File: config.mk
export PLATFORM = sky130hd
export DESIGN_NAME = pi_txn_queue
export DESIGN_NICKNAME = d
export VERILOG_FILES = /design/src/rtl/pi_txn_queue_pkg.sv /design/src/rtl/pi_txn_queue_sync_fifo.sv /design/src/rtl/pi_txn_queue.sv
export SDC_FILE = /design/constraint.sdc
export NUM_CORES = 1
export LEC_CHECK = 0
export CAP_MARGIN = 20
export CELL_PAD_IN_SITES_DETAIL_PLACEMENT = 1
export CELL_PAD_IN_SITES_GLOBAL_PLACEMENT = 2
export CORE_MARGIN = 10
export CORE_UTILIZATION = 40
export CTS_CLUSTER_DIAMETER = 50
export DETAILED_ROUTE_END_ITERATION = 10
export GPL_TIMING_DRIVEN = 0
export HOLD_SLACK_MARGIN = 0.05
export PLACE_DENSITY = 0.71
export RECOVER_POWER = 25
export SYNTH_ARGS = -nofsm -noshare
export SYNTH_HDL_FRONTEND = slang
export SYNTH_SLANG_ARGS = --single-unit
export TNS_END_PERCENT = 1
File: constraint.sdc
create_clock -name PI_CLK -period 3.9 [get_ports PI_CLK]
set_input_delay 0.585 -clock PI_CLK [delete_from_list [all_inputs] [get_ports PI_CLK]]
set_output_delay 0.585 -clock PI_CLK [all_outputs]
set_load 0.02 [all_outputs]
File: src/rtl/pi_txn_queue_pkg.sv
// Shared constants for the Pi-side posted-transaction queue: register selects,
// command-word bit positions and the packed queue-entry layout.
package pi_txn_pkg;

    typedef enum logic [1:0] {
        REG_DATA    = 2'd0,
        REG_ADDR_LO = 2'd1,
        REG_ADDR_HI = 2'd2,
        REG_STATUS  = 2'd3
    } reg_sel_e;

    // Field positions inside the ADDR_HI command word
    localparam int FC_MSB   = 15;
    localparam int FC_LSB   = 13;
    localparam int RW_BIT   = 9;
    localparam int SIZE_BIT = 8;

    // Packed entry layout, LSB first: fc[2:0], lds_n, uds_n, rw, data[15:0], addr
    localparam int ENT_FC_LSB   = 0;
    localparam int ENT_LDS      = 3;
    localparam int ENT_UDS      = 4;
    localparam int ENT_RW       = 5;
    localparam int ENT_DATA_LSB = 6;
    localparam int ENT_ADDR_LSB = 22;

    function automatic int entry_width(input int aw);
        return aw + 16 + 1 + 2 + 3;
    endfunction

    // Returns {uds_n, lds_n}; a byte cycle selects the lane from address bit 0
    function automatic logic [1:0] strobes_n(input logic is_byte, input logic a0);
        logic [1:0] s;
        if (is_byte) begin
            s = {a0, ~a0};
        end else begin
            s = 2'b00;
        end
        return s;
    endfunction

endpackage

File: src/rtl/pi_txn_queue_sync_fifo.sv
// Single-clock FIFO with wrap-bit pointers, combinational head read and a flush
// that discards everything behind the (possibly just popped) head.
module sync_fifo #(
    parameter int WIDTH = 8,
    parameter int DEPTH = 4
) (
    input  logic             clk,
    input  logic             rst_n,
    input  logic             i_push,
    input  logic             i_pop,
    input  logic             i_flush,
    input  logic [WIDTH-1:0] i_wdata,
    output logic [WIDTH-1:0] o_rdata,
    output logic             o_empty,
    output logic             o_full
);

    localparam int IW = $clog2(DEPTH);
    localparam int PW = IW + 1;
    localparam logic [PW-1:0] PTR_ONE = {{(PW-1){1'b0}}, 1'b1};

    logic [WIDTH-1:0] r_mem [DEPTH];
    logic [PW-1:0]    r_wr_ptr;
    logic [PW-1:0]    r_rd_ptr;
    logic [PW-1:0]    w_rd_ptr_nxt;
    logic             w_do_pop;
    logic             w_do_push;

    assign o_empty   = (r_wr_ptr == r_rd_ptr);
    assign o_full    = (r_wr_ptr[PW-1] != r_rd_ptr[PW-1]) &&
                       (r_wr_ptr[IW-1:0] == r_rd_ptr[IW-1:0]);
    assign o_rdata   = r_mem[r_rd_ptr[IW-1:0]];

    // A full FIFO still accepts a push when the head leaves in the same cycle
    assign w_do_pop  = i_pop && !o_empty;
    assign w_do_push = i_push && !i_flush && (!o_full || w_do_pop);
    assign w_rd_ptr_nxt = w_do_pop ? (r_rd_ptr + PTR_ONE) : r_rd_ptr;

    // Pointer update; flush collapses the write pointer onto the next read pointer
    always_ff @(posedge clk or negedge rst_n) begin
        if (!rst_n) begin
            r_wr_ptr <= {PW{1'b0}};
            r_rd_ptr <= {PW{1'b0}};
        end else begin
            r_rd_ptr <= w_rd_ptr_nxt;
            if (i_flush) begin
                r_wr_ptr <= w_rd_ptr_nxt;
            end else if (w_do_push) begin
                r_wr_ptr <= r_wr_ptr + PTR_ONE;
            end else begin
                r_wr_ptr <= r_wr_ptr;
            end
        end
    end

    // Entry storage; validity is carried entirely by the pointers
    always_ff @(posedge clk) begin
        if (w_do_push) begin
            r_mem[r_wr_ptr[IW-1:0]] <= i_wdata;
        end
    end

endmodule

File: src/rtl/pi_txn_queue.sv
// Pi-side posted-transaction queue: assembles DATA/ADDR_LO/ADDR_HI writes into
// entries, presents the head to the 68k bus engine and tracks read completion.
module pi_txn_queue
    import pi_txn_pkg::*;
#(
    parameter int DEPTH = 4,
    parameter int AW    = 24
) (
    input  logic          PI_CLK,
    input  logic          RST_n,
    input  logic          wr_stb,
    input  logic [1:0]    wr_reg,
    input  logic [15:0]   wr_data,
    input  logic          flush,
    output logic          op_valid,
    output logic [AW-1:0] op_addr,
    output logic [15:0]   op_data,
    output logic          op_rw,
    output logic          op_uds_n,
    output logic          op_lds_n,
    output logic [2:0]    op_fc,
    input  logic          op_ack,
    input  logic          op_done,
    input  logic [15:0]   rd_data_in,
    output logic [15:0]   rd_data,
    output logic          txn_in_progress,
    output logic          overflow,
    input  logic          ovf_clr
);

    localparam int EW = entry_width(AW);

    logic [15:0]   r_stg_data;
    logic [15:0]   r_stg_addr_lo;
    logic          r_in_flight;
    logic          r_in_flight_rd;
    logic          r_rd_pending;

    logic          w_commit;
    logic          w_addr_wr;
    logic          w_pop;
    logic          w_push;
    logic          w_drop;
    logic          w_rd_done;
    logic          w_nxt_valid;
    logic          w_empty;
    logic          w_full;
    logic [1:0]    w_strb_n;
    logic [EW-1:0] w_entry;
    logic [EW-1:0] w_head;

    assign w_commit  = wr_stb && (wr_reg == REG_ADDR_HI);
    assign w_addr_wr = wr_stb && ((wr_reg == REG_ADDR_LO) || (wr_reg == REG_ADDR_HI));
    assign w_pop     = op_ack && op_valid;
    assign w_push    = w_commit && !flush && (!w_full || w_pop);
    assign w_drop    = w_commit && !flush && w_full && !w_pop;
    assign w_rd_done = op_done && r_in_flight && r_in_flight_rd;

    assign w_strb_n = strobes_n(wr_data[SIZE_BIT], r_stg_addr_lo[0]);
    assign w_entry  = {wr_data[AW-17:0], r_stg_addr_lo, r_stg_data,
                       wr_data[RW_BIT], w_strb_n, wr_data[FC_MSB:FC_LSB]};

    // The head being taken (or flushed) must not be re-presented next cycle
    assign w_nxt_valid = !w_empty && !w_pop && !flush;

    sync_fifo #(
        .WIDTH (EW),
        .DEPTH (DEPTH)
    ) u_fifo (
        .clk     (PI_CLK),
        .rst_n   (RST_n),
        .i_push  (w_push),
        .i_pop   (w_pop),
        .i_flush (flush),
        .i_wdata (w_entry),
        .o_rdata (w_head),
        .o_empty (w_empty),
        .o_full  (w_full)
    );

    // Staging registers for the data word and low address half
    always_ff @(posedge PI_CLK or negedge RST_n) begin
        if (!RST_n) begin
            r_stg_data    <= 16'h0000;
            r_stg_addr_lo <= 16'h0000;
        end else if (wr_stb) begin
            case (wr_reg)
                REG_DATA:    r_stg_data    <= wr_data;
                REG_ADDR_LO: r_stg_addr_lo <= wr_data;
                default: begin
                    r_stg_data    <= r_stg_data;
                    r_stg_addr_lo <= r_stg_addr_lo;
                end
            endcase
        end else begin
            r_stg_data    <= r_stg_data;
            r_stg_addr_lo <= r_stg_addr_lo;
        end
    end

    // Registered view of the queue head presented to the bus engine
    always_ff @(posedge PI_CLK or negedge RST_n) begin
        if (!RST_n) begin
            op_valid <= 1'b0;
            op_addr  <= {AW{1'b0}};
            op_data  <= 16'h0000;
            op_rw    <= 1'b1;
            op_uds_n <= 1'b1;
            op_lds_n <= 1'b1;
            op_fc    <= 3'b111;
        end else begin
            op_valid <= w_nxt_valid;
            if (w_nxt_valid) begin
                op_addr  <= w_head[ENT_ADDR_LSB +: AW];
                op_data  <= w_head[ENT_DATA_LSB +: 16];
                op_rw    <= w_head[ENT_RW];
                op_uds_n <= w_head[ENT_UDS];
                op_lds_n <= w_head[ENT_LDS];
                op_fc    <= w_head[ENT_FC_LSB +: 3];
            end
        end
    end

    // Bus-cycle tracking; a new ack in the same cycle as a done keeps the flag set
    always_ff @(posedge PI_CLK or negedge RST_n) begin
        if (!RST_n) begin
            r_in_flight    <= 1'b0;
            r_in_flight_rd <= 1'b0;
        end else if (w_pop) begin
            r_in_flight    <= 1'b1;
            r_in_flight_rd <= op_rw;
        end else if (op_done) begin
            r_in_flight    <= 1'b0;
            r_in_flight_rd <= 1'b0;
        end else begin
            r_in_flight    <= r_in_flight;
            r_in_flight_rd <= r_in_flight_rd;
        end
    end

    // Read-data capture and outstanding-read flag; a new read commit wins over a completion
    always_ff @(posedge PI_CLK or negedge RST_n) begin
        if (!RST_n) begin
            rd_data      <= 16'h0000;
            r_rd_pending <= 1'b0;
        end else begin
            if (w_rd_done) begin
                rd_data <= rd_data_in;
            end
            if (w_push && wr_data[RW_BIT]) begin
                r_rd_pending <= 1'b1;
            end else if (w_rd_done) begin
                r_rd_pending <= 1'b0;
            end else begin
                r_rd_pending <= r_rd_pending;
            end
        end
    end

    // Sticky overflow and the Pi busy flag
    always_ff @(posedge PI_CLK or negedge RST_n) begin
        if (!RST_n) begin
            overflow        <= 1'b0;
            txn_in_progress <= 1'b0;
        end else begin
            if (w_drop) begin
                overflow <= 1'b1;
            end else if (ovf_clr) begin
                overflow <= 1'b0;
            end else begin
                overflow <= overflow;
            end
            txn_in_progress <= w_addr_wr || !w_empty || r_in_flight || r_rd_pending;
        end
    end

endmodule

==> impl_metrics.csv, run 1 <==
group,metric,value,unit
status,status,"finished, final reports clean",
sta,clock.fmax,362,MHz
setup_path,cp-end-kind,"register",
setup_path,worstPathRequired,4.14,ns
clock_network,ctsHoldBuffers,1,
route,wl_per_cell,22.7,µm
clock_network,cts_root_buf,"clkbuf_16",
synth,synth-seq-cells,290,
floorplanning,core,26900,µm²
sta,finalHoldViolations,0,
clock_network,cts.sinks,290,
sta,finalSetupTns,0,ns
synth,syn_area,10900,µm²
placement,dp_cells,955,
setup_path,r2r_cells,4,
setup_path,r2r_end,"u_fifo.r_mem[0][21]$_DFFE_PP_",
synth,synth_fp_nets,551,
synth,synth-seq-area-share,75.0,%
min_path,hold-path-endpoint,"rd_data[4]$_DFFE_PN0P_",
clock_network,htree_levels,1,
sta,skew,0.00894,ns
route,routed_wl,23000,µm
grt,grt_pass1_vias,5799,
clock_network,clk_latency,0.54,ns
min_path,hold_start,"rd_data[4]$_DFFE_PN0P_",
sta,slew_viol_final,0,
floorplanning,ios,106,
synth,synth.yosys.warnings,0,
route,ant_nets,0,
layout,nets,697,
layout,fin_cells,1013,
route,drc,0,
setup_path,r2r_start,"u_fifo.r_rd_ptr[1]$_DFF_PN0_",
layout,syn_to_final_growth,24.5,%
floorplanning,dieArea,34300,µm²
grt,grt_use_met1,17.0,%
grt,grt_pass1_wl,35300,µm
setup_path,path_max_fanout,27,
grt,grt.busiest_layer,"met2",
setup_path,cp.arrival,3.01,ns
layout,diodes,0,
sta,finalCritPeriodShare,70.9,%
flow_run,max_cap_violations,0,
synth,synth_cell_type_count,30,
sta,rsz0062_at_grt,"false",
grt,grt_use_met3,2.17,%
layout,final_common_cell,"edfxtp_1",
sta,slew_headroom,43.7,%
grt,grt_max_degree,58,
setup_path,start_kind,"input port",
sta,worstMarginPinSlew,0.845,ns
floorplanning,rows,60,
grt,grt_use_met2,23.6,%
setup_path,worst-r2r-setup-slack,1.19,ns
clock_network,clk_path_buf_depth,3,
placement,io_buffers,105,
clock_network,cts_tree,"yes",
layout,mostFrequentLayoutCells,"edfxtp_1, dfrtp_1, clkdlybuf4s50_1, mux2_2, mux4_2",
synth,avgSynthCellArea,21.7,µm²
synth,syn_inst,502,
placement,dp_hpwl,15000,µm
clock_network,post-cts-setup-buffers,0,
grt,grtUsageTotal,13.5,%
route,vias,5185,
sta,fin_crit,2.76,ns
clock_network,numCtsBuffers,31,
sta,setup_viol,0,
setup_path,critPathKind,"in -> reg",
grt,grt.overflow.total,0,
route,drt-initial-drc-count,273,
pwr,p_leak,0.00495,µW
pwr,power_per_cell_area,763,nW/µm²
pwr,vdd_drop_max,326,µV
floorplanning,die_y,185,µm
floorplanning,start_util,40.6,%
floorplanning,die_x,185,µm
route,first_pass_iters,4,
clock_network,clk_pin_slew,0.06,ns
min_path,hp-class,"reg -> reg",
layout,drive_above_1_share,32.3,%
layout,final_util,50.5,%
layout,fill_cells,2434,
min_path,min_path_cells,1,
route,vias_per_cell,5.12,
clock_network,cts_resized,0,
placement,gp_congestion,0.730,
grt,antenna_found_initial,1,
[worst max path at each step]
| stage | from | end | slack, ns | cells after the start |
|---|---|---|---|---|
| floorplan | wr_reg[0] | u_fifo.r_wr_ptr[2]$_DFFE_PN0P_ | 0.99 | 6 |
| detailed placement | wr_reg[0] | u_fifo.r_mem[0][36]$_DFFE_PP_ | 0.52 | 7 |
| global placement | RST_n | rd_data[15]$_DFFE_PN0P_ | -2.43 | 1 |
| global route | flush | u_fifo.r_mem[0][30]$_DFFE_PP_ | 0.95 | 5 |
| finish | wr_reg[0] | u_fifo.r_mem[0][21]$_DFFE_PP_ | 1.14 | 7 |
| CTS | wr_reg[0] | u_fifo.r_mem[0][37]$_DFFE_PP_ | 1.08 | 7 |
[sequential cells by signal, indices dropped and copies added (netlist names)]
signal / cells
op_lds_n: 1
u_fifo.r_wr_ptr: 3
overflow: 1
txn_in_progress: 1
u_fifo.r_mem: 184
op_rw: 1
op_fc: 3
rd_data: 16
r_stg_data: 16
u_fifo.r_rd_ptr: 3
r_rd_pending: 1
r_in_flight: 1
op_valid: 1
r_in_flight_rd: 1
r_stg_addr_lo: 16
op_addr: 24
op_uds_n: 1
op_data: 16
[synthesized netlist by cell type]
| cell | number | area, µm² |
|---|---|---|
| mux2_4 | 29 | 435 |
| mux2_2 | 70 | 788 |
| nor2b_1 | 1 | 6.26 |
| dfrtp_1 | 100 | 2500 |
| nand3_1 | 3 | 15.0 |
| nor3b_2 | 1 | 12.5 |
| a22o_1 | 1 | 8.76 |
| a31oi_1 | 2 | 12.5 |
| o22ai_1 | 1 | 6.26 |
| dfstp_2 | 6 | 158 |
| edfxtp_1 | 184 | 5530 |
| clkbuf_1 | 6 | 22.5 |
| a211oi_1 | 1 | 7.51 |
| buf_1 | 1 | 3.75 |
| mux4_2 | 46 | 1040 |
| a41oi_1 | 2 | 17.5 |
| nand2_1 | 5 | 18.8 |
| nand4b_1 | 1 | 8.76 |
| o21ai_0 | 1 | 5.00 |
| xor2_1 | 4 | 35.0 |
| buf_6 | 3 | 33.8 |
| xnor2_1 | 4 | 35.0 |
| buf_2 | 7 | 35.0 |
| and3_1 | 1 | 6.26 |
| ha_1 | 8 | 100 |
| nand4_1 | 1 | 6.26 |
| and2_1 | 4 | 25.0 |
| nand3b_1 | 2 | 15.0 |
| inv_1 | 6 | 22.5 |
| buf_4 | 1 | 7.51 |
[logic make-up after synthesis]
kind of cell | share of synthesized area (%)
and+or+nand+nor | 1.04
AOI/OAI and AO/OA | 0.528
xor gates and xnor gates | 0.642
DFF | 75.0
adders and majority gates | 0.917
buffers and inverters | 1.15
muxes | 20.7
[area by class of cell]
cell class / count / area, µm² / share of cell area [%]
sequential: 290 / 8190 / 60.3
multi-input combinational: 188 / 2620 / 19.3
timing repair buffer: 113 / 1220 / 8.98
clock buffer: 47 / 866 / 6.37
tap: 341 / 427 / 3.14
clock inverter: 10 / 136 / 1.00
buffer: 18 / 103 / 0.755
inverter: 6 / 22.5 / 0.166
[layer usage]
layer  routed length (µm)  vias to the layer above
met2                12000                      103
met5                    0                        -
li1                     -                     2272
met3                  995                       32
met4                  371                        0
met1                 9610                     2778
[worst max-delay path, cell delays in order]
cell and delay, ns:
clkdlybuf4s50_1 0.44, inv_1 0.09, ha_1 0.18, nand3b_1 0.12, a41oi_1 0.50, and2_2 0.80, buf_12 0.27
[report_power, final]
part | switching (µW) | leakage [µW] | total (µW) | internal, µW
sequential | 350 | 0.00292 | 4240 | 3890
combinational | 1500 | 0.00154 | 3260 | 1760
clock | 1140 | 0.000487 | 2860 | 1730
total | 2990 | 0.00495 | 10400 | 7380
[per-stage QoR]
step | total power, µW | cell area, µm² | setup WS, ns | hold WS [ns]
floorplan | 6290 | 10900 | 0.993 | 0.289
global placement | 7510 | 12400 | -2.43 | 0.473
detailed placement | 7630 | 12600 | 0.515 | 0.493
CTS | 10500 | 13600 | 1.08 | 0.506
global route | 10900 | 13600 | 0.952 | 0.519
finish | 10400 | 13600 | 1.14 | 0.502
Power figures use the tool's default switching activity.
==> run 2: changes to the inputs <==
Settings changed: CORE_UTILIZATION 40 to 44, PLACE_DENSITY 0.71 to 0.75.
Clock period 3.9 ns to 2.76 ns, I/O delays scaled along.
==> run 2 against run 1 <==
Clock-buffer cell count fell by 2. Worst hold slack got worse by 0.12 ns. First-iteration DRC count rose by 17%. Critical endpoint is now u_fifo.r_mem[0][38]$_DFFE_PP_.
==> impl_metrics.csv, run 2 (synthesis results as in run 1) <==
group,metric,value,unit
clock_network,clk_pin_slew,0.06,ns
route,ant_nets,0,
route,wl_per_cell,23.1,µm
layout,diodes,0,
sta,setup_viol,0,
clock_network,post-cts-setup-buffers,0,
floorplanning,die_y,177,µm
floorplanning,dieArea,31500,µm²
clock_network,numCtsBuffers,31,
setup_path,start_kind,"register",
sta,fin_crit,2.61,ns
grt,grt_pass1_vias,5934,
grt,antenna_found_initial,1,
route,first_pass_iters,5,
sta,finalSetupTns,0,ns
floorplanning,ios,106,
min_path,hp-class,"in -> async",
setup_path,path_max_fanout,27,
sta,finalHoldViolations,0,
route,drt-initial-drc-count,320,
floorplanning,start_util,44.7,%
route,drc,0,
placement,io_buffers,105,
grt,grtUsageTotal,14.7,%
clock_network,cts_tree,"yes",
clock_network,clk_path_buf_depth,3,
layout,final_common_cell,"edfxtp_1",
sta,worstMarginPinSlew,0.839,ns
placement,dp_cells,938,
sta,clock.fmax,383,MHz
setup_path,critPathKind,"reg -> reg",
placement,dp_hpwl,15100,µm
status,status,"finished, final reports clean",
sta,rsz0062_at_grt,"true",
clock_network,cts_resized,0,
route,routed_wl,23000,µm
route,vias,5178,
sta,slew_headroom,44.1,%
pwr,p_leak,0.00497,µW
pwr,vdd_drop_max,558,µV
clock_network,clk_latency,0.54,ns
layout,multi_input_area,2620,µm²
layout,fin_cells,997,
layout,fill_cells,2176,
sta,slew_viol_final,0,
layout,syn_to_final_growth,24.6,%
grt,grt_max_degree,62,
sta,skew,0.00923,ns
clock_network,cts.sinks,290,
setup_path,worstPathRequired,2.99,ns
placement,gp_congestion,0.720,
layout,largest_reg_flops,184,
setup_path,cp-end-kind,"register",
floorplanning,die_x,177,µm
floorplanning,core,24400,µm²
route,vias_per_cell,5.19,
sta,finalCritPeriodShare,94.6,%
placement,dp_slack,-0.376,ns
clock_network,cts_root_buf,"clkbuf_16",
flow_run,max_cap_violations,0,
setup_path,cp.arrival,2.84,ns
grt,grt_pass1_wl,35600,µm
layout,drive_above_1_share,32.7,%
layout,mostFrequentLayoutCells,"edfxtp_1, dfrtp_1, clkdlybuf4s50_1, mux2_2, mux4_2",
floorplanning,rows,57,
pwr,power_per_cell_area,1080,nW/µm²
layout,nets,697,
clock_network,htree_levels,1,
sta,worst_slack,0.148,ns
layout,seqCellArea,8190,µm²
grt,grt.overflow.total,0,
## run 2: changes by cell type in the layout (fill, tap and decap cells not counted), moves of 2 or more
cell and change:
clkbuf_1 -4, clkbuf_16 +2, clkinv_1 +2, clkdlybuf4s50_1 +2
dlygate4sd3_1 -2, clkinv_2 +2
## run 2: worst max-delay path, stage by stage (launching register included)
cell and delay [ns]:
dfrtp_1 0.45, xnor2_1 0.27, a41oi_1 0.59, and2_2 0.68, buf_12 0.29
## run 2: final cells by class
type | count | share of cell area (%)
flip-flops and latches | 290 | 60.2
clock inverters | 13 | 0.893
clock buffers | 45 | 6.63
repair buffers | 113 | 9.07
plain buffers | 18 | 0.755
well taps | 324 | 2.98
inverters | 6 | 0.166
multi-input cells | 188 | 19.3
## run 2: repair_timing
| item | 4_1_cts | 5_1_grt |
|---|---|---|
| hold buffers | 1 | 0 |
| endpoints found under the setup margin | 0 | 64 |
| hold endpoints to repair | 42 | 0 |
## run 2: routing by layer
layer,routed length (µm),GRT usage (%)
met5,0,0
met4,355,3.75
met3,1020,2.34
met2,12400,26.6
met1,9240,17.9
## run 2: worst paths after layout
path | from | to | slack [ns] | cells after the start
setup / recovery | u_fifo.r_rd_ptr[1]$_DFF_PN0_ | u_fifo.r_mem[0][38]$_DFFE_PP_ | 0.15 | 4
hold / removal | RST_n | op_addr[14]$_DFFE_PN0P_ | 0.38 | 2
setup reg to reg | u_fifo.r_rd_ptr[1]$_DFF_PN0_ | u_fifo.r_mem[0][38]$_DFFE_PP_ | 0.15 | 4
hold reg to reg | rd_data[10]$_DFFE_PN0P_ | rd_data[10]$_DFFE_PN0P_ | 0.50 | 1
max in group asynchronous | RST_n | op_rw$_DFFE_PN1P_ | 1.66 | 3
min in group PI_CLK | ovf_clr | overflow$_DFFE_PN0P_ | 0.46 | 2
## run 2: stage by stage
stage | area, µm² | hold WS (ns) | total power [µW] | utilization (%)
global placement | 12400 | 0.472 | 10600 | 50.7
finish | 13600 | 0.380 | 14700 | 55.7
floorplan | 10900 | 0.118 | 8890 | -
CTS | 13600 | 0.398 | 14900 | 55.7
detailed placement | 12600 | 0.391 | 10800 | 51.5
global route | 13600 | 0.423 | 15400 | 55.7
## run 2: report_power, final
group	leakage, µW	internal (µW)	switching [µW]
combinational	0.00154	2490	2120
clock	0.000502	2450	1620
sequential	0.00292	5500	502
==> run 3: changes to the inputs <==
Settings changed: CORE_UTILIZATION 44 to 40, PLACE_DENSITY 0.75 to 0.71.
Clock period 2.76 ns to 2.2 ns, I/O delays scaled along.
==> run 3 against run 2 <==
Critical path depth increased by 1. Critical endpoint is now u_fifo.r_mem[2][21]$_DFFE_PP_. Critical path type is now in -> reg. Worst hold slack got worse by 0.028 ns. Utilization decreased by 4.3 points. Non-clock buffer count increased by 2. Clock skew increased by 0.014 ns. Clock-buffer cell count decreased by 3. Wire length increased by 2.0%.
==> impl_metrics.csv, run 3 (synthesis results as in run 1) <==
group,metric,value,unit
route,vias_per_cell,5.08,
setup_path,worstPathRequired,2.39,ns
layout,fill_cells,2435,
clock_network,clk_latency,0.51,ns
clock_network,cts_tree,"yes",
status,status,"finished, final reports clean",
setup_path,worst-r2r-setup-slack,0.11,ns
placement,io_buffers,105,
pwr,p_leak,0.00507,µW
pwr,power_per_cell_area,1380,nW/µm²
setup_path,r2r_start,"u_fifo.r_rd_ptr[1]$_DFF_PN0_",
layout,final_common_cell,"edfxtp_1",
route,vias,5200,
setup_path,endpoint,"u_fifo.r_mem[2][21]$_DFFE_PP_",
floorplanning,die_y,185,µm
setup_path,critPathMaxStageDelay,0.59,ns
placement,dp_hpwl,15000,µm
grt,grt_max_degree,57,
setup_path,path_max_fanout,29,
layout,seqCellArea,8190,µm²
clock_network,clk_path_buf_depth,3,
grt,grt.overflow.total,0,
sta,rsz0062_at_grt,"false",
setup_path,critPathKind,"in -> reg",
layout,largest_reg_flops,184,
pwr,vdd_drop_max,551,µV
setup_path,cp_cell_sequence,"clkdlybuf4s50_1, nand3b_1, a41oi_4, and2_4, buf_12",
setup_path,cp.arrival,2.31,ns
floorplanning,dieArea,34300,µm²
layout,syn_to_final_growth,26.7,%
floorplanning,ios,106,
route,drc,0,
grt,grt_pass1_vias,5921,
route,first_pass_iters,4,
route,drt-initial-drc-count,297,
grt,antenna_found_initial,1,
placement,gp_congestion,0.715,
route,wl_per_cell,23.0,µm
route,routed_wl,23500,µm
sta,fin_crit,2.12,ns
grt,grtUsageTotal,14.0,%
sta,slew_viol_final,0,
clock_network,numCtsBuffers,35,
layout,diodes,0,
setup_path,cp-end-kind,"register",
placement,placed_area,12600,µm²
setup_path,start_kind,"input port",
route,ant_nets,0,
floorplanning,core,26900,µm²
setup_path,r2r_cells,4,
sta,slew_headroom,45.6,%
layout,final_area,13800,µm²
layout,mostFrequentLayoutCells,"edfxtp_1, dfrtp_1, clkdlybuf4s50_1, mux2_2, mux4_2",
sta,worstMarginPinSlew,0.816,ns
placement,dp_cells,954,
grt,grt_pass1_wl,36200,µm
sta,finalHoldViolations,0,
clock_network,cts_root_buf,"clkbuf_16",
clock_network,htree_levels,2,
clock_network,clk_pin_slew,0.06,ns
sta,finalCritPeriodShare,96.4,%
sta,fin_worst_hold_slack,0.352,ns
sta,setup_viol,0,
floorplanning,rows,60,
floorplanning,die_x,185,µm
setup_path,r2r_end,"u_fifo.r_mem[2][21]$_DFFE_PP_",
layout,nets,704,
flow_run,max_cap_violations,0,
setup_path,crit_start,"flush",
layout,multi_input_area,2690,µm²
sta,clock.fmax,472,MHz
clock_network,cts.sinks,290,
layout,fin_cells,1023,
min_path,hp-class,"in -> async",
floorplanning,start_util,40.6,%
setup_path,critical_path.slowest_cell,"clkdlybuf4s50_1",
sta,skew,0.0227,ns
layout,drive_above_1_share,35.2,%
run 3: cell types whose count changed in the layout (fill, tap and decap cells not counted), sizes merged:
cell / before / now
and2: 4 / 5
bufinv: 2 / 3
clkbuf: 51 / 50
clkdlybuf4s50: 97 / 93
clkinv: 9 / 13
clkinvlp: 0 / 2
dlygate4sd3: 8 / 12
inv: 8 / 10
run 3: timing repair:
item | in CTS | in global routing
endpoints found under the hold margin | 47 | 0
setup buffers | 2 | 1
setup endpoints to repair | 201 | 97
resized for setup | 12 | 10
hold buffers | 1 | 0
cloned | 1 | 0
pin swaps | 2 | 1
run 3: how the worst min path moves through the flow:
stage / from / end / slack (ns) / cells after the start
after floorplan: RST_n / op_addr[0]$_DFFE_PN0P_ / 0.03 / 0
after global placement: r_rd_pending$_DFFE_PN0P_ / txn_in_progress$_DFF_PN0_ / 0.47 / 2
after detailed placement: RST_n / op_addr[14]$_DFFE_PN0P_ / 0.33 / 1
after CTS: RST_n / op_addr[13]$_DFFE_PN0P_ / 0.37 / 2
after global routing: RST_n / op_addr[14]$_DFFE_PN0P_ / 0.40 / 2
final: RST_n / op_addr[14]$_DFFE_PN0P_ / 0.35 / 2
run 3: worst max-delay path: cells and delay by family:
family          cells  cell delay, ns
simple gates        2            0.73
compound gates      1            0.36
buf+inv             2            0.86
run 3: through the flow:
stage          utilization (%)  setup TNS, ns  power, µW  worst slack [ns]
3_5_place_dp              46.7        -129.77      13500            -0.948
6_report                  51.4              0      19000            0.0803
4_1_cts                   51.3         -0.828      19300           -0.0620
2_1_floorplan                -          -1.65      11200           -0.0160
5_1_grt                   51.4              0      20000          0.000669
3_3_place_gp              46.2        -618.22      13300             -3.88
run 3: where the power goes:
part	switching, µW	total, µW	internal (µW)
combinational	2700	5910	3220
sequential	662	7560	6900
clock	2170	5570	3400
total	5530	19000	13500
run 3: area by class of cell:
type                            instances  share of cell area, %
Clock inverter                         22                   1.50
Inverter                                6                  0.163
Buffer                                 18                  0.905
Clock buffer                           42                   6.74
Timing Repair Buffer                  115                   8.97
Sequential cell                       290                   59.2
Multi-Input combinational cell        189                   19.4
Tap cell                              341                   3.09
run 3: layer usage:
layer,track usage [%],wire (µm),vias up,part of all wire [%]
li1,-,-,2301,-
met2,24.8,12500,99,53
met5,0,0,-,0
met3,2.96,964,30,4.1
met1,17.1,9710,2770,41
met4,3.45,338,0,1.4
